**src/rtl/wisc_pkg.sv**
```systemverilog
// Shared definitions for the WISC execute stage: ALU opcodes, ID/EX field
// layout, saturation limits and the operand-forwarding match rule.
package wisc_pkg;

    typedef enum logic [3:0] {
        OP_ADD    = 4'd0,
        OP_SUB    = 4'd1,
        OP_XOR    = 4'd2,
        OP_RED    = 4'd3,
        OP_SLL    = 4'd4,
        OP_SRA    = 4'd5,
        OP_ROR    = 4'd6,
        OP_PADDSB = 4'd7,
        OP_LW     = 4'd8,
        OP_SW     = 4'd9,
        OP_LLB    = 4'd10,
        OP_LHB    = 4'd11,
        OP_RSV12  = 4'd12,
        OP_RSV13  = 4'd13,
        OP_RSV14  = 4'd14,
        OP_RSV15  = 4'd15
    } alu_op_t;

    localparam int EX_SIGNALS_W = 63;
    localparam int EX_SRC1_MSB  = 62;
    localparam int EX_SRC1_LSB  = 59;
    localparam int EX_SRC2_MSB  = 58;
    localparam int EX_SRC2_LSB  = 55;
    localparam int EX_IN1_MSB   = 54;
    localparam int EX_IN1_LSB   = 39;
    localparam int EX_IMM_MSB   = 38;
    localparam int EX_IMM_LSB   = 23;
    localparam int EX_IN2_MSB   = 22;
    localparam int EX_IN2_LSB   = 7;
    localparam int EX_OP_MSB    = 6;
    localparam int EX_OP_LSB    = 3;
    localparam int EX_ALUSRC    = 2;
    localparam int EX_Z_EN      = 1;
    localparam int EX_NV_EN     = 0;

    localparam logic [15:0] SAT_POS = 16'h7FFF;
    localparam logic [15:0] SAT_NEG = 16'h8000;

    // Register 0 is hard-wired, so a write to it never produces a forward.
    function automatic logic forward_hit(input logic       reg_write,
                                         input logic [3:0] reg_rd,
                                         input logic [3:0] src_reg);
        return reg_write && (reg_rd != 4'd0) && (reg_rd == src_reg);
    endfunction

endpackage

```
**src/rtl/CPU_Register.sv**
```systemverilog
// Generic write-enabled register with synchronous active-high clear.
module CPU_Register #(
    parameter int WIDTH = 16
) (
    input  logic             clk,
    input  logic             rst,
    input  logic             wen,
    input  logic [WIDTH-1:0] d,
    output logic [WIDTH-1:0] q
);

    logic [WIDTH-1:0] data_q;
    logic [WIDTH-1:0] data_d;

    always_comb begin
        data_d = data_q;
        if (wen) begin
            data_d = d;
        end
    end

    always_ff @(posedge clk) begin
        if (rst) begin
            data_q <= '0;
        end else begin
            data_q <= data_d;
        end
    end

    assign q = data_q;

endmodule

```
**src/rtl/alu.sv**
```systemverilog
// Combinational 16-bit WISC ALU producing the result and its Z/N/V flag candidates.
module alu
    import wisc_pkg::*;
(
    input  logic [15:0] a,
    input  logic [15:0] b,
    input  logic [15:0] imm,
    input  alu_op_t     op,
    output logic [15:0] result,
    output logic        z,
    output logic        n,
    output logic        v
);

    logic [15:0] sum_add;
    logic [15:0] sum_sub;
    logic        ovf_add;
    logic        ovf_sub;
    logic [9:0]  red_sum;
    logic [3:0]  shamt;
    logic [31:0] ror_wide;
    logic [15:0] paddsb;

    assign sum_add = a + b;
    assign sum_sub = a - b;
    assign ovf_add = (a[15] == b[15]) && (sum_add[15] != a[15]);
    assign ovf_sub = (a[15] != b[15]) && (sum_sub[15] != a[15]);

    assign red_sum = {{2{a[15]}}, a[15:8]} + {{2{b[15]}}, b[15:8]}
                   + {{2{a[7]}},  a[7:0]}  + {{2{b[7]}},  b[7:0]};

    assign shamt    = imm[3:0];
    assign ror_wide = {a, a} >> shamt;

    // Each nibble lane saturates on its own; the 5-bit sum's top two bits disagree on overflow.
    for (genvar gi = 0; gi < 4; gi++) begin : g_lane
        logic [4:0] lane_sum;
        assign lane_sum = {a[4*gi+3], a[4*gi+3 -: 4]} + {b[4*gi+3], b[4*gi+3 -: 4]};
        assign paddsb[4*gi +: 4] = (lane_sum[4] != lane_sum[3])
                                 ? (lane_sum[4] ? 4'h8 : 4'h7)
                                 : lane_sum[3:0];
    end

    always_comb begin
        result = 16'h0000;
        v      = 1'b0;
        case (op)
            OP_ADD: begin
                v      = ovf_add;
                result = ovf_add ? (a[15] ? SAT_NEG : SAT_POS) : sum_add;
            end
            OP_SUB: begin
                v      = ovf_sub;
                result = ovf_sub ? (a[15] ? SAT_NEG : SAT_POS) : sum_sub;
            end
            OP_XOR:       result = a ^ b;
            OP_RED:       result = {{6{red_sum[9]}}, red_sum};
            OP_SLL:       result = a << shamt;
            OP_SRA:       result = $signed(a) >>> shamt;
            OP_ROR:       result = ror_wide[15:0];
            OP_PADDSB:    result = paddsb;
            OP_LW, OP_SW: result = (a & 16'hFFFE) + imm;
            OP_LLB:       result = (a & 16'hFF00) | {8'h00, imm[7:0]};
            OP_LHB:       result = (a & 16'h00FF) | {imm[7:0], 8'h00};
            default:      result = 16'h0000;
        endcase
    end

    assign z = (result == 16'h0000);
    assign n = result[15];

endmodule

```
**src/rtl/execute_stage.sv**
```systemverilog
// WISC EX stage: operand forwarding from EX/MEM and MEM/WB, the ALU, store-data
// forwarding and the architectural Z/N/V flag register.
module execute_stage
    import wisc_pkg::*;
(
    input  logic                    clk,
    input  logic                    rst,
    input  logic                    stall,
    input  logic [EX_SIGNALS_W-1:0] ID_EX_EX_signals,
    input  logic [15:0]             ID_EX_MemWriteData,
    input  logic [15:0]             EX_MEM_ALU_out,
    input  logic [3:0]              EX_MEM_reg_rd,
    input  logic                    EX_MEM_RegWrite,
    input  logic [15:0]             MEM_WB_write_data,
    input  logic [3:0]              MEM_WB_reg_rd,
    input  logic                    MEM_WB_RegWrite,
    output logic [15:0]             ALU_out,
    output logic [15:0]             EX_MemWriteData,
    output logic                    ZF,
    output logic                    NF,
    output logic                    VF
);

    logic [3:0]  src_reg1;
    logic [3:0]  src_reg2;
    logic [15:0] alu_in1;
    logic [15:0] alu_in2;
    logic [15:0] alu_imm;
    alu_op_t     alu_op;
    logic        alu_src;
    logic        z_en;
    logic        nv_en;

    assign src_reg1 = ID_EX_EX_signals[EX_SRC1_MSB:EX_SRC1_LSB];
    assign src_reg2 = ID_EX_EX_signals[EX_SRC2_MSB:EX_SRC2_LSB];
    assign alu_in1  = ID_EX_EX_signals[EX_IN1_MSB:EX_IN1_LSB];
    assign alu_imm  = ID_EX_EX_signals[EX_IMM_MSB:EX_IMM_LSB];
    assign alu_in2  = ID_EX_EX_signals[EX_IN2_MSB:EX_IN2_LSB];
    assign alu_op   = alu_op_t'(ID_EX_EX_signals[EX_OP_MSB:EX_OP_LSB]);
    assign alu_src  = ID_EX_EX_signals[EX_ALUSRC];
    assign z_en     = ID_EX_EX_signals[EX_Z_EN];
    assign nv_en    = ID_EX_EX_signals[EX_NV_EN];

    logic        exm_hit_a;
    logic        exm_hit_b;
    logic        mwb_hit_a;
    logic        mwb_hit_b;
    logic [15:0] opnd_a;
    logic [15:0] opnd_b;
    logic [15:0] alu_b;

    assign exm_hit_a = forward_hit(EX_MEM_RegWrite, EX_MEM_reg_rd, src_reg1);
    assign exm_hit_b = forward_hit(EX_MEM_RegWrite, EX_MEM_reg_rd, src_reg2);
    assign mwb_hit_a = forward_hit(MEM_WB_RegWrite, MEM_WB_reg_rd, src_reg1);
    assign mwb_hit_b = forward_hit(MEM_WB_RegWrite, MEM_WB_reg_rd, src_reg2);

    // The younger producer (EX/MEM) takes priority over MEM/WB.
    always_comb begin
        opnd_a = alu_in1;
        if (exm_hit_a) begin
            opnd_a = EX_MEM_ALU_out;
        end else if (mwb_hit_a) begin
            opnd_a = MEM_WB_write_data;
        end

        opnd_b = alu_in2;
        if (exm_hit_b) begin
            opnd_b = EX_MEM_ALU_out;
        end else if (mwb_hit_b) begin
            opnd_b = MEM_WB_write_data;
        end
    end

    assign alu_b           = alu_src ? alu_imm : opnd_b;
    assign EX_MemWriteData = (exm_hit_b || mwb_hit_b) ? opnd_b : ID_EX_MemWriteData;

    logic alu_z;
    logic alu_n;
    logic alu_v;

    alu u_alu (
        .a      (opnd_a),
        .b      (alu_b),
        .imm    (alu_imm),
        .op     (alu_op),
        .result (ALU_out),
        .z      (alu_z),
        .n      (alu_n),
        .v      (alu_v)
    );

    // Flags are visible to decode only from the cycle after the producer leaves EX.
    CPU_Register #(.WIDTH(1)) u_zf (
        .clk (clk),
        .rst (rst),
        .wen (~stall & z_en),
        .d   (alu_z),
        .q   (ZF)
    );

    CPU_Register #(.WIDTH(1)) u_nf (
        .clk (clk),
        .rst (rst),
        .wen (~stall & nv_en),
        .d   (alu_n),
        .q   (NF)
    );

    CPU_Register #(.WIDTH(1)) u_vf (
        .clk (clk),
        .rst (rst),
        .wen (~stall & nv_en),
        .d   (alu_v),
        .q   (VF)
    );

endmodule

```
**config.mk**
```make
export PLATFORM = sky130hd
export DESIGN_NAME = execute_stage
export DESIGN_NICKNAME = d
export VERILOG_FILES = /design/src/rtl/wisc_pkg.sv /design/src/rtl/CPU_Register.sv /design/src/rtl/alu.sv /design/src/rtl/execute_stage.sv
export SDC_FILE = /design/constraint.sdc
export NUM_CORES = 1
export LEC_CHECK = 0
export CORE_MARGIN = 5
export CORE_UTILIZATION = 35
export DETAILED_ROUTE_END_ITERATION = 6
export DONT_BUFFER_PORTS = 1
export PLACE_DENSITY = 0.48
export SLEW_MARGIN = 20
export SYNTH_ARGS = -nofsm -noshare
export SYNTH_HDL_FRONTEND = slang
export SYNTH_HIERARCHICAL = 1
export SYNTH_SLANG_ARGS = --single-unit
```
**constraint.sdc**
```tcl
create_clock -name clk -period 11.47 [get_ports clk]
set_input_delay 2.8675 -clock clk [delete_from_list [all_inputs] [get_ports clk]]
set_output_delay 2.8675 -clock clk [all_outputs]
set_load 0.05 [all_outputs]
```
==> impl_metrics.csv <==
group,metric,value,unit
run_status,outcome,"finished clean",
synthesis,synth_top_family_by_area,"compound AO/OA/AOI/OAI gates",
layout,drive_above_1_share,0.114,
clock_tree,htreeDepth,1,
clock_tree,worstSkewPairLatency,0.22,ns
layout,multiInputGateArea,0.00756,sq mm
synthesis,synth.area.top_cells,"ha_1 (8.5%), o21ai_0 (6.3%), fa_1 (5.8%)",
placement,placed_area,0.00884,sq mm
floorplan,dieArea,0.0267,sq mm
drt,routed_via_density,6.68,
sta,rsz0062_at_grt,"false",
synthesis,synth_cell_types,89,
drt,first_pass_iters,7,
clock_tree,cts_resized,0,
global_route,grt_pass1_wl,62300,um
clock_tree,cts_tree,"built",
pwr,cellLeakagePower,3.39,nW
placement,hpwl,35100,um
synthesis,synth_fa_ha_area_frac,0.147,
synthesis,synthCells,1201,
clock_tree,holdBufCountCts,0,
flow_run,maxCapViolations,0,
sta,max_freq,88.3,MHz
global_route,grt_use_total,0.305,
setup_path,cpMaxStageDelayCell,"a2111oi_0",
synthesis,synthTopCellsByCount,"o21ai_0 (104), a21oi_1 (74), nor2_1 (73)",
global_route,grt_pass1_vias,9663,
hold_path,holdPathEnd,"u_vf/q",
synthesis,synth.most_common_cell,"o21ai_0",
drt,drc_errors,0,
synthesis,synth_compound_area_frac,0.348,
layout,diodes,0,
sta,fin_crit_sh,0.987,
pwr,powerDensity,110,mW/mm^2
clock_tree,clock_sink_count,3,
drt,totalWireLength,42600,um
synthesis,syn_avg_cell_area,6.86,sq um
floorplan,core_area,0.0233,sq mm
layout,regArea,60.1,sq um
synthesis,ys.warnings.count,6,
global_route,grt_max_degree,52,
synthesis,ys_ff_latch,3,
synthesis,synth_xor_area_frac,0.0617,
sta,tightest_slew,1.17,ns
floorplan,die_w,163,um
setup_path,crit_path_max_fanout,48,
placement,numPortBuffers,0,
setup_path,r2r_setup_slack,10.53,ns
hold_path,min_from,"u_vf/q",
setup_path,cp_data_required_time,8.60,ns
setup_path,endpoint_kind,"output pin",
sta,slew_headroom,0.218,
layout,design_area,0.00892,sq mm
floorplan,io_pins,159,
layout,syn2layout_area_growth,8.39,%
setup_path,worstRegToRegCells,2,
sta,tns,0,ns
clock_tree,clockBufferDepth,2,
setup_path,critPathLaunchType,"input port",
synthesis,synth.largest_area_cell,"ha_1",
synthesis,synth_mux_area_frac,0.0933,
setup_path,reg2reg_to,"u_zf/q",
synthesis,synth_top_cell_area_share,0.0851,
setup_path,r2r-start,"u_zf/q",
synthesis,yosysSeqAreaShare,0.00729,
setup_path,cpPeakStageDelay,0.80,ns
synthesis,synth_ff_type,"dfxtp_1",
hold_path,min_path_type,"flip-flop to flip-flop",
clock_tree,clk_pin_slew,0.03,ns
clock_tree,cts_setup_buffers,0,
layout,fillers,2535,
clock_tree,cts_root_buffer,"clkbuf_16",
pwr,ir_worst_vdd,0.0000676,V
setup_path,cpLargestDelayFamily,"compound AO/OA/AOI/OAI gates",
setup_path,crit_type,"input port to output pin",
placement,gp_congestion,1.01,
floorplan,num_rows,56,
global_route,antenna_found_initial,0,
drt,vias,10000,
floorplan,fp.dieH,163,um
sta,setup_viol,0,
synthesis,synthArstFlopShare,0,
setup_path,cp.buffers_inverters,4,
sta,holdWs,0.754,ns
drt,drtIter0Drc,1150,
synthesis,syn-cell-area,0.00823,sq mm
synthesis,synth_simple_gate_area_frac,0.262,
floorplan,start_util,0.353,
synthesis,synth_edf_count,0,
layout,fin_util,0.382,
hold_path,hold_depth,2,
drt,wl_per_cell,28.3,um
global_route,grt_overflow,0,
sta,fin_worst_skew,0,ns
setup_path,crit_arrival,8.46,ns
synthesis,syn_nets,1405,
setup_path,path_cells,"o41ai_4 -> buf_12 -> o21ai_0 -> a31oi_1 -> inv_1 -> ha_1 -> o21ai_0 -> a21oi_1 -> o21ai_0 -> o31a_1 -> a21oi_1 -> a21oi_1 -> nor2_1 -> nor2_1 -> fa_1 -> nand2b_1 -> a21oi_1 -> o21ai_0 -> nand3_1 -> a2111oi_0 -> buf_4 -> nand2b_1 -> buf_4",
layout,nets,1389,
clock_tree,cts_buffers,3,
drt,antenna_left,0,
sta,hold_viol,0,
sta,finalMaxSlewViolations,0,
sta,period_minus_slack,11.32,ns
-- per-layer routing --
| layer | global-route usage | share of wire |
|---|---|---|
| met1 | 0.414 | 0.43 |
| met2 | 0.494 | 0.44 |
| met3 | 0.0500 | 0.090 |
| met4 | 0.101 | 0.043 |
| met5 | 0 | 0 |
-- cells by family after synthesis --
logic type	after synthesis
AOI/OAI and AO/OA	425
muxes	65
DFF	3
adders and majority gates	83
xor gates and xnor gates	58
and+or+nand+nor	411
buffers and inverters	156
-- report_power, final --
part / switching, W / leakage (nW) / internal [W]
clock: 0.00000981 / 0.0382 / 0.0000459
combinational: 0.000589 / 3.32 / 0.000326
sequential: 0.00000137 / 0.0242 / 0.0000109
-- worst max path at each step --
stage,from,end,slack [ns],cells after the start
after floorplan,EX_MEM_reg_rd[0],ALU_out[6],0.22,25
after global placement,MEM_WB_reg_rd[0],ALU_out[0],0.36,23
after detailed placement,MEM_WB_reg_rd[0],ALU_out[6],0.32,23
after CTS,MEM_WB_reg_rd[0],ALU_out[6],0.33,23
after global routing,MEM_WB_reg_rd[0],ALU_out[6],0.03,23
final,MEM_WB_reg_rd[0],ALU_out[0],0.15,23
-- worst reg2reg max path, stage by stage, from the launching register on --
cell and delay, ns:
dfxtp_1 0.63, mux2i_1 0.13, nor2_1 0.11
-- flip-flops by register name, summed over array words and instances, names as in the netlist --
| name | count |
|---|---|
| u_zf/q | 1 |
| u_vf/q | 1 |
| u_nf/q | 1 |
-- placed cells by master (no fill, tap or decap), drive strengths merged, types with 18 or more instances in the layout --
cell type	instances
a21oi	75
mux2	21
buf	69
nand2b	41
nand3	65
nor2b	18
fa	24
a211oi	18
o22ai	23
a21o	19
a31oi	58
o41ai	19
nand2	64
inv	65
nor2	73
ha	56
mux2i	37
xnor2	45
nor3	62
o21ai	108
-- cell type report --
class | instances | area share
inverters | 66 | 0.0278
repair buffers | 69 | 0.0651
clock buffers | 4 | 0.00883
multi-input cells | 1042 | 0.847
flip-flops and latches | 3 | 0.00673
well taps | 319 | 0.0447
-- metrics by stage --
| step | setup WS, ns | cells | power [W] |
|---|---|---|---|
| finish | 0.146 | 1503 | 0.000983 |
| CTS | 0.327 | 1503 | 0.000966 |
| global route | 0.0285 | 1503 | 0.00105 |
| floorplan | 0.215 | 1201 | 0.000637 |
| global placement | 0.358 | 1499 | 0.000912 |
| detailed placement | 0.320 | 1499 | 0.000904 |
(Power assumes the default switching activity.)
